==> config.mk <==
export PLATFORM = sky130hd
export DESIGN_NAME = bus_source_arbiter
export DESIGN_NICKNAME = d
export VERILOG_FILES = /design/src/rtl/bus_source_arbiter.sv
export SDC_FILE = /design/constraint.sdc
export NUM_CORES = 1
export LEC_CHECK = 0
export CAP_MARGIN = 10
export CORE_ASPECT_RATIO = 0.9
export CORE_MARGIN = 2
export CORE_UTILIZATION = 25
export CTS_BUF_LIST = sky130_fd_sc_hd__clkbuf_8
export DETAILED_ROUTE_END_ITERATION = 10
export PLACE_DENSITY_LB_ADDON = 0.12
export SLEW_MARGIN = 20
export SYNTH_ARGS = -nofsm -noshare
export SYNTH_HDL_FRONTEND = slang
export SYNTH_SLANG_ARGS = --single-unit
==> constraint.sdc <==
create_clock -name clk -period 10.9 [get_ports clk]
set_clock_uncertainty 0.15 [all_clocks]
set_input_delay 1.09 -clock clk [delete_from_list [all_inputs] [get_ports clk]]
set_output_delay 1.09 -clock clk [all_outputs]
set_load 0.005 [all_outputs]
==> src/rtl/bus_source_arbiter.sv <==
// Bus source arbiter: registered one-cycle grant, hold lock, and a saturating conflict counter.
// Define BUS_ARB_RR_EN for round-robin arbitration; the default build is fixed lowest-index priority.
module bus_source_arbiter #(
  parameter int N_SRC = 24,
  parameter int SEL_W = 5
) (
  input  logic             clk,
  input  logic             clr,
  input  logic [N_SRC-1:0] req,
  input  logic             hold,
  output logic [SEL_W-1:0] sel_out,
  output logic             sel_valid,
  output logic             conflict,
  output logic [7:0]       conflict_cnt
);

  logic             frozen;
  logic             any_req;
  logic             multi_req;
  logic [SEL_W-1:0] grant_idx;

  // hold only locks a live grant; with no grant it is ignored
  assign frozen    = hold & sel_valid;
  assign any_req   = |req;
  assign multi_req = $countones(req) > 1;

`ifdef BUS_ARB_RR_EN
  logic [SEL_W-1:0] ptr;
  logic [SEL_W-1:0] cand;
  logic             found;

  // Search starts one past the last grant and wraps at N_SRC-1
  always_comb begin
    grant_idx = '0;
    cand      = '0;
    found     = 1'b0;
    for (int k = 1; k <= N_SRC; k++) begin
      cand = SEL_W'((int'(ptr) + k) % N_SRC);
      if (!found && req[cand]) begin
        grant_idx = cand;
        found     = 1'b1;
      end
    end
  end

  always_ff @(posedge clk) begin
    if (clr) begin
      ptr <= SEL_W'(N_SRC - 1);
    end else if (!frozen && any_req) begin
      ptr <= grant_idx;
    end
  end
`else
  // Descending scan so the lowest set index is the last assignment
  always_comb begin
    grant_idx = '0;
    for (int i = N_SRC - 1; i >= 0; i--) begin
      if (req[i]) begin
        grant_idx = SEL_W'(i);
      end
    end
  end
`endif

  always_ff @(posedge clk) begin
    if (clr) begin
      sel_out      <= '0;
      sel_valid    <= 1'b0;
      conflict     <= 1'b0;
      conflict_cnt <= '0;
    end else if (frozen) begin
      conflict <= 1'b0;
    end else begin
      conflict <= multi_req;
      if (multi_req && conflict_cnt != 8'hFF) begin
        conflict_cnt <= conflict_cnt + 8'd1;
      end
      // sel_out keeps its last code when nobody requests
      if (any_req) begin
        sel_out   <= grant_idx;
        sel_valid <= 1'b1;
      end else begin
        sel_valid <= 1'b0;
      end
    end
  end

endmodule

# Word-level counts from Yosys, hierarchy flattened
# Cells that the tools add are included.
# totals
register_bits	15
inputBits	27
elab_cells	62
# classes
bitwise_logic	2
muxes	25
reduce_logical	5
eq_ne	1
order_cmp	1
addsub	24
# ops
op	n
5-bit two-way mux	24
1-bit by 1-bit adder with 2-bit output	12
24-bit OR reduction	1
2-bit by 2-bit adder with 3-bit output	6
3-bit by 3-bit adder with 4-bit output	3
8-bit by 1-bit adder with 8-bit output, second input constant	1
8-bit != test, second input constant	1
5-bit by 4-bit adder with 6-bit output	1
6-bit by 1-bit greater-than comparator with 1-bit output, second input constant	1
4-bit by 4-bit adder with 5-bit output	1
2-bit AND reduction	2
2-bit OR reduction	1
1-bit AND	1
1-bit logical AND	1
1-bit two-way mux	1
1-bit inverter	1

# Depth between registers and ports, before layout
# Gate-level depths: netlist of the first run.
# depth
word_depth	24
ltp_mapped	16
depth_no_buf	15

# Worst setup path before layout of the first run
# Ideal clock, no wire load.
# synth_path
path_kind	input -> register
startpoint	input port req[0]
endpoint	register conflict_cnt[6]
t_required_ps	10664
cell_stages	14
setup_time_ps	86
setup_slack_ps	5267
t_arrival_ps	5397
path_cell_list	inv_1 -> fa_1 -> fa_1 -> fa_1 -> fa_1 -> fa_1 -> inv_1 -> ha_1 -> fa_1 -> or4_1 -> o21ai_1 -> buf_2 -> nor4b_1 -> a211oi_1
# synth_via
elab_chain_cells	8
# synth_rtl
item	line	rtl
start, declared	9	input logic [N_SRC-1:0] req,
1-bit by 1-bit adder with 2-bit output (not written as such)	25	assign multi_req = $countones(req) > 1;
2-bit by 2-bit adder with 3-bit output (not written as such)	25	
3-bit by 3-bit adder with 4-bit output (not written as such)	25	
4-bit by 4-bit adder with 5-bit output (not written as such)	25	
5-bit by 4-bit adder with 6-bit output (not written as such)	25	
6-bit by 1-bit greater-than comparator with 1-bit output	25	
1-bit logical AND	75	if (multi_req && conflict_cnt != 8'hFF) begin
2-bit AND reduction (no line)	--	
end signal, assigned	76	conflict_cnt <= conflict_cnt + 8'd1;
end, declared	14	output logic [7:0] conflict_cnt
# Every way passes these cells.
# A chain may end at the register's enable or synchronous reset.

# Worst setup path after layout of the first run
# layout_path
startpoint	input port req[0]
endpoint	register conflict_cnt[4]
# The elaborated chain is that of the path after synthesis.

==> reports/metrics.yaml, run 1 <==
cts_htree_levels: 1
chipWidth_um: 86.3
fmax_ghz: 0.152
finish.utilization_pct: 35.5
required_ns: 10.89
n_antenna_cell: 0
antenna_found_initial: 0
setup_viol: 0
ant_nets: 0
leakage_nw: 0.864
tightest_slew_ns: 0.818
start_util_pct: 26.3
fin_crit_ns: 6.58
grt_pass1_vias: 1360
netlist_area_sq_mm: 0.00152
avgViaCountPerCell: 4.52
yosysMostFrequentCell: "inv_1"
initialDrtViolationCount: 41
rows: 26
portBuffers: 41
syn_nets: 235
period_share_pct: 60.4
async_flop_share_pct: 0
synth_ff_type: "dfxtp_1"
r2r_slack_ns: 9.11
synth-edff-count: 0
nets: 278
critPathKind: "primary input to flop"
n_fill_cell: 611
dp_slack_ns: 4.05
cts_tree: "built"
clkLatencyLatePin_ns: 0.25
yosys.cell_types.count: 44
synth_top_area_cell: "fa_1"
core_sq_mm: 0.00579
ios: 42
p_per_area_mw_per_mm2: 140
critPathCaptureType: "flop"
grt_max_degree: 20
finalPower_mw: 0.287
placed_cells: 291
post_drt_wl_per_cell_um: 13.4
ys_top_cells_by_count: "inv_1, fa_1, nor2_1"
startpoint_type: "primary input"
arrival_ns: 6.57
gp_congestion: 0.769
wirelength_mm: 3.96
grt-ovfl-total: 0
grt_pass1_wl_mm: 6.58
finalHoldViolCount: 0
dr.pass1.iters: 4
die_h_um: 78.0
cts_resized: 0
synth_top_area_share_pct: 22.4
track_usage_pct: 12.2
drive_gt1_share_pct: 4.00
syn2layout_area_growth_pct: 34.8
synth-seq-area-share_pct: 19.7
clk_pin_slew_worst_paths_ns: 0.06
ir_drop_v: 0.0000526
relSlewSlack_pct: 45.1
critical_path.max_fanout: 14
final_cells: 295
ys_ff_latch: 15
hold_buffers: 0
cts_buffer_depth: 2
rsz0062_at_grt: "false"
drc: 0
hold_slack_ns: 0.304
post_cts_buffers: 0
status: "finished clean"
syn-mean-instance-area_sq_um: 8.32
vias: 1333
cts_sinks: 15
finalSetupTns_ns: 0
dpl_cell_area_sq_mm: 0.00201
cts_made_buffers: 3
syn_inst: 183
finalWorstSetupSlack_ns: 4.32
cts_root_buf: "clkbuf_8"
maxCapViolCount: 0
hp-class: "flop to flop"
fin_area_sq_mm: 0.00205
design.die.area_sq_mm: 0.00673
dpl.hpwl_mm: 3.29
yosys-top-cells-area: "fa_1, dfxtp_1, inv_1"
maxSlewViolCount: 0
synth_warnings: 0
-- cell families after synthesis --
| logic type | share of synthesized area (%) |
|---|---|
| buffers and inverters | 10.7 |
| AOI/OAI and AO/OA | 15.3 |
| adders and majority gates | 28.9 |
| and+or+nand+nor | 23.3 |
| muxes | 2.14 |
| DFF | 19.7 |
-- per-layer routing --
layer  up-vias  global-route usage [%]  part of all wire, %
met1       596                    18.0                   53
met2        29                    18.8                   42
met4         0                   0.469                 0.10
met3         2                    3.58                  4.9
li1        706                       -                    -
met5         -                       0                    0
-- cells in the final DEF, fill, tap and decap left out, types with 2 or more instances in the layout --
cell / instances
a21oi_1: 14
and2_1: 2
clkbuf_8: 3
clkdlybuf4s50_1: 41
dfxtp_1: 15
fa_1: 17
ha_1: 8
inv_1: 41
mux2_2: 2
nand2_1: 8
nand2b_1: 4
nand3_1: 3
nand4_1: 2
nor2_1: 17
nor2b_1: 2
nor4_1: 4
nor4b_1: 2
o21ai_0: 4
o221ai_1: 2
o31ai_1: 3
o41ai_1: 2
or3_1: 3
or4_1: 5
or4_4: 2
-- report_power, final --
group          total, mW  switching (mW)  internal (mW)  leakage [nW]
combinational      0.175          0.0925         0.0828         0.714
sequential        0.0667         0.00537         0.0614         0.122
clock             0.0446          0.0197         0.0249        0.0269
-- state kept, by name, indices dropped and copies added, names as in the netlist --
signal        count
conflict          1
conflict_cnt      8
sel_out           5
sel_valid         1
-- path summary, 6_finish.rpt --
path | startpoint | end | cells after the start
max | req[0] | conflict_cnt[4] | 14
min | sel_out[2] | sel_out[2] | 2
max reg2reg | conflict_cnt[0] | conflict_cnt[4] | 5
min reg2reg | sel_out[2] | sel_out[2] | 2
-- layout make-up --
cell class | count | area [sq um] | share of cell area (%)
Clock buffer | 3 | 41.3 | 2.01
Multi-Input combinational cell | 125 | 1060 | 51.6
Inverter | 40 | 150 | 7.31
Sequential cell | 15 | 300 | 14.6
Clock inverter | 1 | 3.75 | 0.183
Tap cell | 70 | 87.6 | 4.27
Timing Repair Buffer | 41 | 410 | 20.0
-- worst max-delay path: stages --
cell,delay [ns]
clkdlybuf4s50_1,0.53
inv_1,0.11
fa_1,0.60
fa_1,0.45
fa_1,0.54
fa_1,0.43
fa_1,0.50
inv_1,0.04
ha_1,0.19
fa_1,0.44
or4_1,0.53
o21ai_1,0.66
nor4b_1,0.15
mux2_2,0.30
No activity file was read; power rests on OpenSTA's default activity.
==> run 2: changes to the inputs <==
==> constraint.sdc (replaced) <==
create_clock -name clk -period 6.1 [get_ports clk]
set_clock_uncertainty 0.15 [all_clocks]
set_input_delay 0.61 -clock clk [delete_from_list [all_inputs] [get_ports clk]]
set_output_delay 0.61 -clock clk [all_outputs]
set_load 0.005 [all_outputs]
==> run 2 against run 1 <==
Hold slack lost 0.00070 ns. Total power grew 84%. Final area grew 0.79%. Via count grew 4.7%. Clock power grew 87%. Routed wire length grew 2.9%. Register-to-register slack lost 4.8 ns. Clock-buffer cell count is the same. Utilization grew 0.28 points. First-iteration DRC count shrank 17%. Sequential share of layout area shrank 0.11 points. Worst setup slack lost 3.8 ns. Critical endpoint unchanged. Largest cell class unchanged.
==> reports/metrics.yaml, run 2 (synthesis results as in run 1) <==
cts_sinks: 15  # unchanged
top_register: "conflict_cnt"  # unchanged
maxCapViolCount: 0  # unchanged
post_cts_buffers: 0  # unchanged
grt_pass1_wl_mm: 6.81  # was 6.58 mm
top_regs: "conflict_cnt x8, sel_out x5"  # unchanged
gp_congestion: 0.756  # was 0.769
grt-ovfl-total: 0  # unchanged
grt_max_degree: 20  # unchanged
pwr-share-seq_pct: 22.7  # was 23.3%
portBuffers: 41  # unchanged
ant_nets: 0  # unchanged
leakage_nw: 0.872  # was 0.864 nW
drive_gt1_share_pct: 5.29  # was 4.00%
post_drt_wl_per_cell_um: 13.7  # was 13.4 um
antenna_found_initial: 0  # unchanged
fin_crit_ns: 5.63
vias: 1395  # was 1,333
cts_buffer_depth: 2  # unchanged
finalSetupTns_ns: 0  # unchanged
fmax_ghz: 0.178
tightest_slew_ns: 0.701  # was 0.818 ns
clk_pin_slew_worst_paths_ns: 0.07  # was 0.06 ns
dpl.hpwl_mm: 3.32  # was 3.29 mm
startpoint_type: "primary input"  # unchanged
cts_htree_levels: 1  # unchanged
wirelength_mm: 4.07  # was 3.96 mm
relSlewSlack_pct: 53.1  # was 45.1%
finish.utilization_pct: 35.7  # was 35.5%
syn2layout_area_growth_pct: 35.9  # was 34.8%
required_ns: 6.10  # was 10.89 ns
hold_buffers: 0  # unchanged
cts_made_buffers: 3  # unchanged
internal-power_mw: 0.311  # was 0.169 mW
r2r_slack_ns: 4.33  # was 9.11 ns
critical_path.max_fanout: 14  # unchanged
cts_root_buf: "clkbuf_8"  # unchanged
die_h_um: 78.0  # unchanged
ir_drop_v: 0.000100  # was 0.0000526 V
track_usage_pct: 12.8  # was 12.2%
maxSlewViolCount: 0  # unchanged
ios: 42  # unchanged
cts_tree: "built"  # unchanged
layout_common_cells: "clkdlybuf4s50_1, inv_1, nor2_1, fa_1, dfxtp_1"  # was inv_1, clkdlybuf4s50_1, nor2_1, fa_1, dfxtp_1
hp-class: "flop to flop"  # unchanged
largest_reg_flops: 8  # unchanged
core_sq_mm: 0.00579  # unchanged
pwr-share-comb_pct: 61.4  # was 61.1%
rsz0062_at_grt: "false"  # unchanged
nets: 280  # was 278
start_util_pct: 26.3  # unchanged
period_share_pct: 92.3
critPathKind: "primary input to flop"  # unchanged
chipWidth_um: 86.3  # unchanged
arrival_ns: 5.63  # was 6.57 ns
initialDrtViolationCount: 34  # was 41
rows: 26  # unchanged
avgViaCountPerCell: 4.70  # was 4.52
design.die.area_sq_mm: 0.00673  # unchanged
p_sw_share_pct: 41.0  # about the same
clkLatencyLatePin_ns: 0.25  # about the same
n_antenna_cell: 0  # unchanged
critPathCaptureType: "flop"  # unchanged
p_sw_mw: 0.216  # was 0.118 mW
setup_viol: 0  # unchanged
status: "finished clean"  # unchanged
final_common_cell: "clkdlybuf4s50_1"
n_fill_cell: 604  # was 611
clock_power_share_pct: 15.9  # was 15.6%
cts_resized: 0  # unchanged
p_per_area_mw_per_mm2: 255  # was 140 mW/mm^2
finalHoldViolCount: 0  # unchanged
grt_pass1_vias: 1374  # was 1,360
drc: 0  # unchanged
dr.pass1.iters: 4  # unchanged
run 2: per-layer routing:
metal / vias to the layer above / routed length, um / track usage [%]
met1: 650 / 2120 / 19.1
met5: - / 0 / 0
met4: 0 / 24 / 1.88
met2: 26 / 1720 / 19.0
li1: 714 / - / -
met3: 5 / 202 / 3.36
run 2: worst paths after layout:
check                                     start              end  depth (start not counted)
worst max-delay path                     req[0]  conflict_cnt[4]                         15
worst min-delay path                 sel_out[3]       sel_out[3]                          2
worst max register to register  conflict_cnt[0]  conflict_cnt[4]                          5
worst min register to register       sel_out[3]       sel_out[3]                          2
run 2: stage by stage:
stage               instances  area [sq um]  total power [mW]  setup WS, ns  hold slack (ns)
floorplan                 183          1520             0.342         0.947            0.298
global placement          293          2020             0.448         0.206            0.296
detailed placement        293          2020             0.445         0.200            0.297
CTS                       297          2070             0.536         0.454            0.307
global route              297          2070             0.603         0.264            0.327
finish                    297          2070             0.527         0.468            0.303
run 2: final cells by class:
class,instances,area (sq um),area share [%]
Tap cell,70,87.6,4.23
Clock inverter,1,5.00,0.242
Sequential cell,15,300,14.5
Clock buffer,3,41.3,2.00
Inverter,40,150,7.26
Timing Repair Buffer,43,425,20.6
Multi-Input combinational cell,125,1060,51.2
run 2: worst max-delay path, stage by stage:
cell and delay [ns]:
clkdlybuf4s50_1 0.52, inv_1 0.11, fa_1 0.57, fa_1 0.44, fa_1 0.55, fa_1 0.44
fa_1 0.49, inv_1 0.04, ha_1 0.20, fa_1 0.44, or4_1 0.53, o21ai_1 0.13
buf_4 0.19, nor4b_1 0.07, mux2_2 0.28
run 2: power by group through the flow:
stage | Sequential, mW | Combinational (mW) | Clock, mW
after detailed placement | 0.122 | 0.323 | 0
final | 0.120 | 0.324 | 0.0835
after floorplan | 0.121 | 0.221 | 0
after global placement | 0.122 | 0.327 | 0
after global routing | 0.123 | 0.387 | 0.0924
after CTS | 0.120 | 0.328 | 0.0872
